File: src/rtl/alu_cmd_sequencer_if.sv
// rtl/alu_cmd_sequencer_if.sv - RX byte, ALU and TX byte signals of alu_cmd_sequencer
// master: the sequencer side; slave: the UART/ALU side.
interface alu_cmd_sequencer_if #(
  parameter int OPERAND_WIDTH = 8,
  parameter int RESULT_WIDTH  = 16
);
  logic [7:0]               rx_p_data;
  logic                     rx_d_vld;
  logic [OPERAND_WIDTH-1:0] alu_a;
  logic [OPERAND_WIDTH-1:0] alu_b;
  logic [3:0]               alu_fun;
  logic                     alu_en;
  logic [RESULT_WIDTH-1:0]  alu_out;
  logic                     alu_out_vld;
  logic [7:0]               tx_p_data;
  logic                     tx_d_vld;
  logic                     tx_busy;
  logic                     busy;
  logic                     err;

  modport master (
    input  rx_p_data, rx_d_vld, alu_out, alu_out_vld, tx_busy,
    output alu_a, alu_b, alu_fun, alu_en, tx_p_data, tx_d_vld, busy, err
  );

  modport slave (
    output rx_p_data, rx_d_vld, alu_out, alu_out_vld, tx_busy,
    input  alu_a, alu_b, alu_fun, alu_en, tx_p_data, tx_d_vld, busy, err
  );
endinterface

File: src/rtl/alu_cmd_sequencer.sv
// rtl/alu_cmd_sequencer.sv - RX command frames (CC a b f / DD f) to ALU, result back as two TX bytes
// Optional macro ALU_TIMEOUT_EN: abort ALU_RUN after TIMEOUT_CYCLES with a one-cycle ERR pulse.
module alu_cmd_sequencer #(
  parameter int OPERAND_WIDTH  = 8,
  parameter int RESULT_WIDTH   = 16,
  parameter int TIMEOUT_CYCLES = 32
) (
  input  logic                 clk,
  input  logic                 rst,
  alu_cmd_sequencer_if.master  bus
);

  if (OPERAND_WIDTH != 8 || RESULT_WIDTH != 16 || TIMEOUT_CYCLES < 1) begin : g_bad_params
    $error("alu_cmd_sequencer: unsupported parameter set");
  end

  typedef enum logic [3:0] {
    S_IDLE, S_GET_A, S_GET_B, S_GET_FUN, S_ALU_RUN,
    S_TX_LO, S_TX_LO_GAP, S_TX_HI, S_TX_HI_GAP
  } state_t;

  state_t                   state_q, state_d;
  logic [OPERAND_WIDTH-1:0] a_q, b_q;
  logic [3:0]               fun_q;
  logic [RESULT_WIDTH-1:0]  result_q;
  logic                     armed_q;
  logic                     capture;
  logic                     timeout;
  logic                     err_q;

  // armed_q masks a valid seen in the very cycle ALU_EN rises
  assign capture = (state_q == S_ALU_RUN) && armed_q && bus.alu_out_vld;

`ifdef ALU_TIMEOUT_EN
  localparam int CW = $clog2(TIMEOUT_CYCLES + 1);
  logic [CW-1:0] cnt_q;

  assign timeout = (state_q == S_ALU_RUN) && !capture && (cnt_q == CW'(TIMEOUT_CYCLES - 1));

  always_ff @(posedge clk or posedge rst) begin
    if (rst) begin
      cnt_q <= '0;
      err_q <= 1'b0;
    end else begin
      cnt_q <= (state_q == S_ALU_RUN) ? cnt_q + 1'b1 : '0;
      err_q <= timeout;
    end
  end
`else
  assign timeout = 1'b0;
  assign err_q   = 1'b0;
`endif

  always_ff @(posedge clk or posedge rst) begin
    if (rst) begin
      state_q <= S_IDLE;
    end else begin
      state_q <= state_d;
    end
  end

  always_comb begin
    state_d = state_q;
    case (state_q)
      S_IDLE: begin
        if (bus.rx_d_vld) begin
          if (bus.rx_p_data == 8'hCC) begin
            state_d = S_GET_A;
          end else if (bus.rx_p_data == 8'hDD) begin
            state_d = S_GET_FUN;
          end
        end
      end
      S_GET_A:     if (bus.rx_d_vld) state_d = S_GET_B;
      S_GET_B:     if (bus.rx_d_vld) state_d = S_GET_FUN;
      S_GET_FUN:   if (bus.rx_d_vld) state_d = S_ALU_RUN;
      S_ALU_RUN: begin
        if (capture) begin
          state_d = S_TX_LO;
        end else if (timeout) begin
          state_d = S_IDLE;
        end
      end
      S_TX_LO:     if (!bus.tx_busy) state_d = S_TX_LO_GAP;
      S_TX_LO_GAP: state_d = S_TX_HI;
      S_TX_HI:     if (!bus.tx_busy) state_d = S_TX_HI_GAP;
      S_TX_HI_GAP: state_d = S_IDLE;
      default:     state_d = S_IDLE;
    endcase
  end

  always_ff @(posedge clk or posedge rst) begin
    if (rst) begin
      a_q      <= '0;
      b_q      <= '0;
      fun_q    <= '0;
      result_q <= '0;
      armed_q  <= 1'b0;
    end else begin
      if (state_q == S_GET_A && bus.rx_d_vld) a_q <= bus.rx_p_data;
      if (state_q == S_GET_B && bus.rx_d_vld) b_q <= bus.rx_p_data;
      if (state_q == S_GET_FUN && bus.rx_d_vld) fun_q <= bus.rx_p_data[3:0];
      armed_q <= (state_q == S_ALU_RUN);
      if (capture) result_q <= bus.alu_out;
    end
  end

  always_comb begin
    bus.alu_a     = a_q;
    bus.alu_b     = b_q;
    bus.alu_fun   = fun_q;
    bus.alu_en    = (state_q == S_ALU_RUN);
    bus.tx_d_vld  = 1'b0;
    bus.tx_p_data = 8'h00;
    bus.busy      = (state_q != S_IDLE);
    bus.err       = err_q;
    if (state_q == S_TX_LO) begin
      bus.tx_d_vld  = 1'b1;
      bus.tx_p_data = result_q[7:0];
    end else if (state_q == S_TX_HI) begin
      bus.tx_d_vld  = 1'b1;
      bus.tx_p_data = result_q[15:8];
    end
  end

endmodule
File: src/flat_wrapper.sv
// flat-port wrapper written by rule: the top's interface ports become plain ports
module alu_cmd_sequencer_flat 
#(
  parameter int OPERAND_WIDTH  = 8,
  parameter int RESULT_WIDTH   = 16,
  parameter int TIMEOUT_CYCLES = 32
)
  (clk, rst, bus_rx_p_data, bus_rx_d_vld, bus_alu_out, bus_alu_out_vld, bus_tx_busy, bus_alu_a, bus_alu_b, bus_alu_fun, bus_alu_en, bus_tx_p_data, bus_tx_d_vld, bus_busy, bus_err);
  alu_cmd_sequencer_if #(.OPERAND_WIDTH(OPERAND_WIDTH), .RESULT_WIDTH(RESULT_WIDTH)) bus_i ();
  input  logic clk;
  input  logic rst;
  input wire logic [$bits(bus_i.rx_p_data)-1:0] bus_rx_p_data;
  input wire logic [$bits(bus_i.rx_d_vld)-1:0] bus_rx_d_vld;
  input wire logic [$bits(bus_i.alu_out)-1:0] bus_alu_out;
  input wire logic [$bits(bus_i.alu_out_vld)-1:0] bus_alu_out_vld;
  input wire logic [$bits(bus_i.tx_busy)-1:0] bus_tx_busy;
  output wire logic [$bits(bus_i.alu_a)-1:0] bus_alu_a;
  output wire logic [$bits(bus_i.alu_b)-1:0] bus_alu_b;
  output wire logic [$bits(bus_i.alu_fun)-1:0] bus_alu_fun;
  output wire logic [$bits(bus_i.alu_en)-1:0] bus_alu_en;
  output wire logic [$bits(bus_i.tx_p_data)-1:0] bus_tx_p_data;
  output wire logic [$bits(bus_i.tx_d_vld)-1:0] bus_tx_d_vld;
  output wire logic [$bits(bus_i.busy)-1:0] bus_busy;
  output wire logic [$bits(bus_i.err)-1:0] bus_err;
  assign bus_i.rx_p_data = bus_rx_p_data;
  assign bus_i.rx_d_vld = bus_rx_d_vld;
  assign bus_i.alu_out = bus_alu_out;
  assign bus_i.alu_out_vld = bus_alu_out_vld;
  assign bus_i.tx_busy = bus_tx_busy;
  assign bus_alu_a = bus_i.alu_a;
  assign bus_alu_b = bus_i.alu_b;
  assign bus_alu_fun = bus_i.alu_fun;
  assign bus_alu_en = bus_i.alu_en;
  assign bus_tx_p_data = bus_i.tx_p_data;
  assign bus_tx_d_vld = bus_i.tx_d_vld;
  assign bus_busy = bus_i.busy;
  assign bus_err = bus_i.err;
  alu_cmd_sequencer #(.OPERAND_WIDTH(OPERAND_WIDTH), .RESULT_WIDTH(RESULT_WIDTH), .TIMEOUT_CYCLES(TIMEOUT_CYCLES)) u_core (.clk(clk), .rst(rst), .bus(bus_i));
endmodule
File: config.mk
export PLATFORM = sky130hd
export DESIGN_NAME = alu_cmd_sequencer_flat
export DESIGN_NICKNAME = d
export VERILOG_FILES = /design/src/rtl/alu_cmd_sequencer_if.sv /design/src/rtl/alu_cmd_sequencer.sv /design/src/flat_wrapper.sv
export SDC_FILE = /design/constraint.sdc
export NUM_CORES = 1
export LEC_CHECK = 0
export BUFFER_PORTS_ARGS = -buffer_cell sky130_fd_sc_hd__buf_2
export CAP_MARGIN = 20
export CORE_AREA = 4 4 60 72
export DETAILED_ROUTE_END_ITERATION = 8
export DIE_AREA = 0 0 64 76
export HOLD_SLACK_MARGIN = 0.08
export PLACE_DENSITY = 0.78
export REMOVE_ABC_BUFFERS = 1
export SYNTH_ARGS = -nofsm -noshare
export SYNTH_HDL_FRONTEND = slang
export SYNTH_SLANG_ARGS = --single-unit
export TNS_END_PERCENT = 1
File: constraint.sdc
create_clock -name clk -period 4.35 [get_ports clk]
set_input_delay 0.2175 -clock clk [delete_from_list [all_inputs] [get_ports clk]]
set_output_delay 0.2175 -clock clk [all_outputs]
set_load 0.05 [all_outputs]
==> results.md, run 1 <==
* Worst-Margin Slew at 797.1 ps
* Final Non-Filler Cells at 247
* Cts hold-fix bufs at 1
* Fin area at 0.002330 mm^2
* Critical path endpoint category: flip-flop
* Outcome: completed
* Mapped Cells at 132
* Sequential fraction of the synthesis area at 54.09%
* Vias in the first global route at 1398
* CTS Root Cell: clkbuf_8
* Fill cell count at 306
* Crit path max-delay cell type: and2b_1
* Initial antenna violation count at 0
* Pins Over Slew Limit at 0
* Top cells by count, synth: dfrtp_1, mux2_2, mux2_4, nor2_1, mux2i_1
* Final worst path period share at 53.32%
* Synth Area in Compound Gates at 3.892%
* Worst-Skew Late Latency at 300 ps
* Post-Synth Adder-Cell Area at 0%
* Count leader, synth: dfrtp_1
* RD Place Congestion at 0.8493
* Post-synthesis mux area share at 28.36%
* Synth cell types at 32
* DR WL/cell at 15.70 um
* Total GRT Usage at 17.68%
* Placed insts at 238
* Post-Synthesis Cell Area at 0.001897 mm^2
* Die width at 64 um
* Area growth syn-to-layout at 22.82%
* Setup WS pre-CTS at 1991 ps
* Post CTS Setup Buffer Count at 0
* CP Data Arrival Time at 2500 ps
* CTS H-tree depth at 2
* Port buffer count at 59
* Num rows at 24
* First-pass GRT wire length at 6734 um
* Final ANT Viol Nets at 0
* Final setup TNS at 0 ps
* DR vias at 1244
* TritonCTS buffer count at 5
* Final setup fails at 0
* Number of hold violations in the final report at 0
* Synth area leaders: dfrtp_1, mux2_2, mux2_4
* Yosys top cell area share at 54.09%
* Critical path class: flip-flop to flip-flop
* Top delay family on crit path: simple AND/OR/NAND/NOR gates
* Leak Pwr at 1.198 nW
* Syn. warnings at 0
* Hold Crit Class: input port to flip-flop
* Slew margin rel. at 46.86%
* Diodes inserted at 0
* Initial DRC Count at 25
* Share of layout cells above drive strength 1 at 53.85%
* Layout Skew at 6.384 ps
* DR pass1 iterations at 4
* Fin nets at 223
* CP max FO at 16
* Core ar. at 0.003633 mm^2
* Ports at 61
* Post-CTS sizing at 0
* Largest family of logic cells by synthesized area: multiplexers
* Most used DFF post-synth: dfrtp_1
* CTS tree: done
* Residual DRC at 0
* Placed Area at 0.002205 mm^2
* Cell taking the most area after synthesis: dfrtp_1
* Worst setup SP type: flip-flop
* Final Util at 64.12%
* DIE AREA at 0.004864 mm^2
* Pin count of the biggest net entering global routing at 42
* CP peak stage delay at 710 ps
* PD cells at 802.1 mW/mm^2
* Remaining Overflow, GRT at 0
* Max Cap Violations at 0
* CP Buf/Inv Count at 0
* EDFF count, synth at 0
* #FFs+latches synth at 41
* Initial core utilization at 52.20%
* CP Cell Sequence: nor4b_4 > and2b_1 > mux2_2
* Avg Cell Area, Syn at 14.37 um^2
* RSZ-0062 raised after global routing: false
* FFs w/ async S/R, synth at 100.0%
* XOR/XNOR Fraction of Synth Area at 0.9235%
* WP data required at 4530 ps
* Drt total wl at 3877 um
* Worst Slack Setup Final at 2031 ps
* Routed vias/inst at 5.036
* Clock-pin slew on the worst setup and hold paths at 80 ps
* Final min period at 2319 ps
* Die height at 76 um
* Clock sinks at 41
* DP HPWL at 2967 um
* Simple-gate share of the synthesized area at 8.575%
* VDD IR max at 285.2 uV
* Peak Freq at 431.2 MHz
* Clock tree buffer depth at 2
[power breakdown]
group          internal (W)  total (W)  leakage, nW  switching [W]
combinational      0.000308   0.000904        0.621       0.000596
clock              0.000172   0.000309       0.0543       0.000137
sequential         0.000536   0.000656        0.523       0.000120
[final cells by class]
class                   count  area [um^2]  area share (%)
clock inverters             3        46.29           1.987
clock buffers               5        68.82           2.954
repair buffers             61        312.8           13.43
flip-flops and latches     41         1026           44.04
well taps                  52        65.06           2.793
multi-input cells          81        795.8           34.16
inverters                   4        15.01          0.6445
[cells by family (layout without fill, tap and decap cells)]
family / Yosys count / count (layout)
flip-flops: 41 / 41
XOR/XNOR: 2 / 2
multiplexers: 45 / 45
buffers and inverters: 10 / 73
AND/OR/NAND/NOR: 28 / 28
other: 1 / 1
AO/OA/AOI/OAI: 5 / 5
[metrics by stage]
step / hold slack, ps / power, W
final: 149.2 / 0.001869
after global routing: 142.4 / 0.001972
after CTS: 139.7 / 0.001890
after detailed placement: 371.7 / 0.001575
after global placement: 355.8 / 0.001539
after floorplan: 349.2 / 0.001359
[state kept, by name (all words and copies together), names as in the netlist]
| name | cells |
|---|---|
| u_core.bus.alu_b | 8 |
| u_core.armed_q | 1 |
| u_core.state_q | 4 |
| u_core.bus.alu_a | 8 |
| u_core.result_q | 16 |
| u_core.bus.alu_fun | 4 |
[cells in the final DEF (no fill, tap or decap), drive strengths merged, types with 2 or more instances in the layout]
| master | synthesis | layout |
|---|---|---|
| inv | 4 | 4 |
| dfrtp | 41 | 41 |
| nor2 | 12 | 12 |
| mux2 | 37 | 37 |
| or3 | 2 | 2 |
| nand2 | 5 | 5 |
| mux2i | 8 | 8 |
| clkbuf | 0 | 5 |
| buf | 6 | 60 |
[layer usage]
layer	GRT usage [%]	share of wire [%]
met3	5.015	7.4
met2	29.68	50
met4	6.263	1.5
met1	21.40	41
met5	0	0
[worst paths after layout]
| path | startpoint | end | slack, ps | cells after the start |
|---|---|---|---|---|
| setup / recovery | u_core.state_q[1] | u_core.result_q[14] | 2030 | 3 |
| hold / removal | bus_alu_out[7] | u_core.result_q[7] | 150 | 2 |
| setup reg to reg | u_core.state_q[1] | u_core.result_q[14] | 2030 | 3 |
| hold reg to reg | u_core.bus.alu_b[3] | u_core.bus.alu_b[3] | 490 | 1 |
| max in group asynchronous | rst | u_core.result_q[4] | 3410 | 4 |
| min in group asynchronous | rst | u_core.bus.alu_fun[1] | 590 | 4 |
No activity file was read; power rests on OpenSTA's default activity.
==> inputs of run 2 (changes only) <==
Settings changed: CORE_AREA 4 4 60 72 to 4 4 62 75, DIE_AREA 0 0 64 76 to 0 0 66 79, PLACE_DENSITY 0.78 to 0.72.
Clock period 4.35 ns to 2.33 ns, I/O delays scaled along.
==> run 2 against run 1 <==
  * Clock power increased by 120%
  * Clock skew about the same
  * Routed wire length is 0.93% higher
  * Die area up 7.2%
  * Sequential power up 80%
  * Critical path depth grew 1
  * Clock-buffer cell count did not move
  * Final cell count is 10% higher
  * Flip-flop and latch count did not move
  * Critical path type unchanged
  * Largest cell class unchanged
==> results.md, run 2 (same netlist as run 1, synthesis figures left out) <==
* Remaining Overflow, GRT at 0
* Clock sinks at 41
* Final min period at 1839 ps
* CP max FO at 16
* VDD IR max at 695.1 uV
* CTS Root Cell: clkbuf_8
* Vias in the first global route at 1414
* CTS H-tree depth at 2
* Fin area at 0.002580 mm^2
* CP peak stage delay at 490 ps
* Number of hold violations in the final report at 0
* Final Non-Filler Cells at 272
* Largest Register: u_core.result_q
* Area growth syn-to-layout at 36.02%
* DR WL/cell at 14.39 um
* WP data required at 2510 ps
* Total GRT Usage at 16.34%
* Diodes inserted at 0
* Fin nets at 246
* Critical path class: flip-flop to flip-flop
* Initial DRC Count at 39
* Drt total wl at 3913 um
* DIE AREA at 0.005214 mm^2
* DR vias at 1333
* Hold Crit Class: input port to flip-flop
* Slew margin rel. at 66.29%
* RD Place Congestion at 0.8028
* Pin count of the biggest net entering global routing at 42
* Leak Pwr at 1.310 nW
* Final ANT Viol Nets at 0
* Clock tree buffer depth at 2
* Residual DRC at 0
* DP HPWL at 2801 um
* Clock-pin slew on the worst setup and hold paths at 80 ps
* Number of flip-flops in the largest register at 16
* Die height at 79 um
* Share of layout cells above drive strength 1 at 49.08%
* CP Data Arrival Time at 2020 ps
* Pins Over Slew Limit at 0
* Final setup TNS at 0 ps
* Worst-Margin Slew at 505.7 ps
* CTS tree: done
* First-pass GRT wire length at 6555 um
* WHS Path Cells at 2
* DR pass1 iterations at 4
* Most frequent cells in the layout: buf_2, dfrtp_1, dlygate4sd3_1
* Initial core utilization at 48.51%
* Die width at 66 um
* Crit path max-delay cell type: dfrtp_1
* Port buffer count at 59
* Routed vias/inst at 4.901
* Fill cell count at 305
* Max Cap Violations at 0
* Layout Skew at 6.782 ps
* Most common cell after layout, fill and taps aside: buf_2
* CP Cell Sequence: nor4b_4 > and2b_1 > buf_4 > mux2_2
* Initial antenna violation count at 0
* Placed Area at 0.002222 mm^2
* Core ar. at 0.003910 mm^2
* Placed insts at 242
* RSZ-0062 raised after global routing: false
* Worst-Skew Late Latency at 300 ps
* TritonCTS buffer count at 5
* Peak Freq at 543.8 MHz
* Worst setup SP type: flip-flop
* PD cells at 1406 mW/mm^2
* Outcome: completed
* Final setup fails at 0
* Final worst path period share at 78.92%
* Critical path endpoint category: flip-flop
* Ports at 61
* Num rows at 25
* Depth of the most critical reg-to-reg path at 4
[run 2: cell count changes in the layout (fill, tap and decap cells not counted), sizes merged]
cell,change
clkinvlp,-1
inv,+1
dlygate4sd3,+21
bufinv,+1
buf,+2
clkinv,-1
[run 2: routing by layer]
metal,share of wire (%),vias up,GRT usage (%)
li1,-,631,-
met1,40,635,19.39
met2,49,63,27.98
met3,9.8,4,5.516
met4,1.0,0,4.472
met5,0,-,0
[run 2: worst max-delay path: cells and delay by family, from the launching register on]
| family | cells | cell delay, ps |
|---|---|---|
| flops | 1 | 490 |
| buf+inv | 1 | 260 |
| simple gates | 2 | 590 |
| mux | 1 | 370 |
[run 2: layout make-up]
cell class	instances	area, um^2	share of cell area [%]
clock inverter	3	68.82	2.667
tap	54	67.56	2.619
sequential	41	1026	39.77
multi-input combinational	81	795.8	30.84
clock buffer	5	68.82	2.667
timing repair buffer	84	538.0	20.85
inverter	4	15.01	0.5820
[run 2: final timing paths]
check | from | endpoint | slack, ps
min in group asynchronous | rst | u_core.result_q[0] | 490
setup / recovery | u_core.state_q[0] | u_core.result_q[14] | 490
max in group asynchronous | rst | u_core.bus.alu_b[7] | 1490
hold / removal | bus_rx_p_data[7] | u_core.bus.alu_b[7] | 90
setup reg to reg | u_core.state_q[0] | u_core.result_q[14] | 490
hold reg to reg | u_core.bus.alu_b[6] | u_core.bus.alu_b[6] | 490
[run 2: repair_timing]
item	in CTS	in global routing
hold buffers	21	1
resized for setup	0	0
hold endpoints to repair	63	1
setup buffers	0	0
[run 2: stage by stage]
step                total power, W  hold slack [ps]  utilization (%)  worst slack (ps)
CTS                       0.003661            81.01            65.73             470.8
global route              0.003828            83.93            65.98             364.8
detailed placement        0.002945            266.9            56.83             470.8
global placement          0.002890            256.6            56.83             562.9
finish                    0.003628            93.15            65.98             491.2
floorplan                 0.002537            248.2                -            -212.1
[run 2: where the power goes]
part	internal (W)	switching [W]	leakage [nW]
clock	0.000431	0.000253	0.0687
sequential	0.00100	0.000179	0.523
combinational	0.000606	0.00116	0.718
total	0.00204	0.00159	1.31
==> inputs of run 3 (changes only) <==
Settings changed: ABC_AREA from default to 1, CORE_AREA 4 4 62 75 to 4 4 63 76, DIE_AREA 0 0 66 79 to 0 0 67 80.
Clock period 2.33 ns to 1.7 ns, I/O delays scaled along.
==> run 3 against run 2 <==
  * Via count is 28% higher
  * Clock power is 16% higher
  * Critical path type is now flip-flop to output port
  * Flip-flop and latch count stayed put
  * Sequential power increased by 32%
  * Global-route usage up 1.5 points
  * Routed wire length rose by 9.6%
==> results.md, run 3 <==
* Outcome: completed
* Pin count of the biggest net entering global routing at 42
* Most frequent cells in the layout: nand2_1, buf_2, dfrtp_1
* Clock-pin slew on the worst setup and hold paths at 80 ps
* Top delay family on crit path: flip-flops
* RD Place Congestion at 0.8552
* Critical path class: flip-flop to output port
* Clock sinks at 41
* Number of hold violations in the final report at 0
* Post-Synthesis Cell Area at 0.001959 mm^2
* Depth of the most critical reg-to-reg path at 6
* Number of flip-flops in the largest register at 16
* RSZ-0062 raised after global routing: false
* Vias in the first global route at 1715
* Worst-Margin Slew at 506.7 ps
* CP peak stage delay at 420 ps
* Placed Area at 0.002288 mm^2
* Total GRT Usage at 17.85%
* Num rows at 25
* Leak Pwr at 1.467 nW
* Initial core utilization at 49.32%
* Yosys top cell area share at 52.36%
* CP Data Arrival Time at 1510 ps
* DR vias at 1702
* CTS tree: done
* Top cells by count, synth: nand2_1, dfrtp_1, inv_1
* Peak Freq at 627.0 MHz
* First-pass GRT wire length at 7355 um
* Reg-to-reg critical path startpoint: u_core.state_q[0]
* EDFF count, synth at 0
* CTS H-tree depth at 2
* Share of layout cells above drive strength 1 at 33.02%
* CP Cell Sequence: inv_2 > nor2_4 > nand2_1 > o21ai_0 > buf_4
* Hold Crit Class: input port to flip-flop
* DIE AREA at 0.005360 mm^2
* CTS Root Cell: clkbuf_8
* Cell taking the most area after synthesis: dfrtp_1
* DR WL/cell at 11.62 um
* CP Buf/Inv Count at 2
* Residual DRC at 0
* Core ar. at 0.003973 mm^2
* Fill cell count at 360
* TritonCTS buffer count at 5
* Fin nets at 343
* Syn. warnings at 0
* WHS Path Cells at 3
* Port buffer count at 59
* Most used DFF post-synth: dfrtp_1
* Crit Reg-Reg Endpoint: u_core.bus.alu_a[4]
* Routed vias/inst at 4.612
* Ports at 61
* Clock tree buffer depth at 2
* Die height at 80 um
* Levels on crit path at 5
* Final min period at 1595 ps
* DR pass1 iterations at 4
* Final ANT Viol Nets at 0
* Most common cell after layout, fill and taps aside: nand2_1
* Area growth syn-to-layout at 34.04%
* Drt total wl at 4288 um
* CP max FO at 8
* Final setup fails at 0
* Synth cell types at 24
* Final Util at 66.11%
* Initial antenna violation count at 0
* Critical path startpoint: u_core.state_q[0]
* WP data required at 1620 ps
* Pins Over Slew Limit at 0
* Remaining Overflow, GRT at 0
* Fin area at 0.002626 mm^2
* Synth area leaders: dfrtp_1, nand2_1, o21ai_1
* VDD IR max at 693.2 uV
* Crit path max-delay cell type: dfrtp_1
* Layout Skew at 6.513 ps
* Largest Register: u_core.result_q
* Final worst path period share at 93.82%
* Worst setup SP type: flip-flop
* FFs w/ async S/R, synth at 100.0%
* DP HPWL at 2881 um
* Mapped Cells at 231
* Die width at 67 um
* Diodes inserted at 0
* Slew margin rel. at 66.22%
* Worst Setup EP: bus_tx_p_data[1]
* Count leader, synth: nand2_1
* Worst-Skew Late Latency at 290 ps
* #FFs+latches synth at 41
* Critical path endpoint category: output port
* Sequential fraction of the synthesis area at 52.36%
* Initial DRC Count at 143
* Avg Cell Area, Syn at 8.482 um^2
* Max Cap Violations at 0
* FF-to-FF setup slack at 280 ps
* PD cells at 1783 mW/mm^2
==> run 3: cell types whose count changed after synthesis, sizes merged, moves of 2 or more <==
cell   delta
a21oi     +3
inv      +32
mux2     -37
mux2i     -8
nand2    +65
nand3    +20
nor2      +2
o21ai    +37
or3       -2
==> run 3: worst min-delay path by stage <==
| stage | slack (ps) | start | to |
|---|---|---|---|
| after floorplan | 220 | bus_alu_out[10] | u_core.result_q[10] |
| after global placement | 240 | rst | u_core.bus.alu_a[5] |
| after detailed placement | 240 | rst | u_core.result_q[1] |
| after CTS | 90 | bus_rx_p_data[4] | u_core.bus.alu_a[4] |
| after global routing | 110 | bus_rx_p_data[2] | u_core.bus.alu_a[2] |
| final | 110 | bus_rx_p_data[4] | u_core.bus.alu_a[4] |
==> run 3: metrics by stage <==
| step | hold slack (ps) | TNS [ps] | instances | setup WS, ps | total power [W] |
|---|---|---|---|---|---|
| 6_report | 105.8 | 0 | 369 | 105.0 | 0.004683 |
| 5_1_grt | 109.7 | 0 | 369 | 17.63 | 0.005012 |
| 2_1_floorplan | 218.2 | -589.7 | 224 | -294.8 | 0.003327 |
| 3_5_place_dp | 238.5 | 0 | 339 | 264.7 | 0.003832 |
| 3_3_place_gp | 236.4 | 0 | 339 | 324.4 | 0.003784 |
| 4_1_cts | 94.14 | 0 | 366 | 28.02 | 0.004675 |
==> run 3: report_power, final <==
part	internal (W)	switching [W]	total, W
sequential	0.00135	0.000213	0.00156
combinational	0.000620	0.00171	0.00233
clock	0.000478	0.000312	0.000791
total	0.00244	0.00224	0.00468
==> run 3: what timing repair did <==
item | in CTS | in global routing
resized for setup | 2 | 6
cloned | 0 | 1
pin swaps | 0 | 1
endpoints found under the hold margin | 60 | 0
buffers inserted | 0 | 2
hold buffers | 19 | 0
endpoints found under the setup margin | 2 | 5
==> run 3: cells by family after synthesis <==
group	synth area share, %
AND/OR/NAND/NOR	25.93
AO/OA/AOI/OAI	12.13
other	0.1914
flip-flops	52.36
buffers and inverters	9.387
==> run 3: layout make-up <==
class | instances | area, um^2 | share of cell area [%]
Clock inverter | 1 | 30.03 | 1.143
Timing Repair inverter | 1 | 5.005 | 0.1906
Tap cell | 54 | 67.56 | 2.573
Timing Repair Buffer | 82 | 520.5 | 19.82
Clock buffer | 7 | 86.33 | 3.287
Multi-Input combinational cell | 147 | 749.5 | 28.54
Inverter | 36 | 140.1 | 5.336
Sequential cell | 41 | 1027 | 39.11
==> run 3: metal layers <==
metal | up-vias | track usage (%) | share of wire (%)
li1 | 887 | - | -
met1 | 754 | 20.47 | 42
met2 | 55 | 31.86 | 50
met3 | 6 | 3.380 | 6.3
met4 | 0 | 7.099 | 1.3
met5 | - | 0 | 0
==> run 3: tightest hold or removal path, delay by kind of cell <==
| family | cells | cell delay, ps |
|---|---|---|
| AOI/OAI and AO/OA | 1 | 70 |
| buffers and inverters | 2 | 200 |
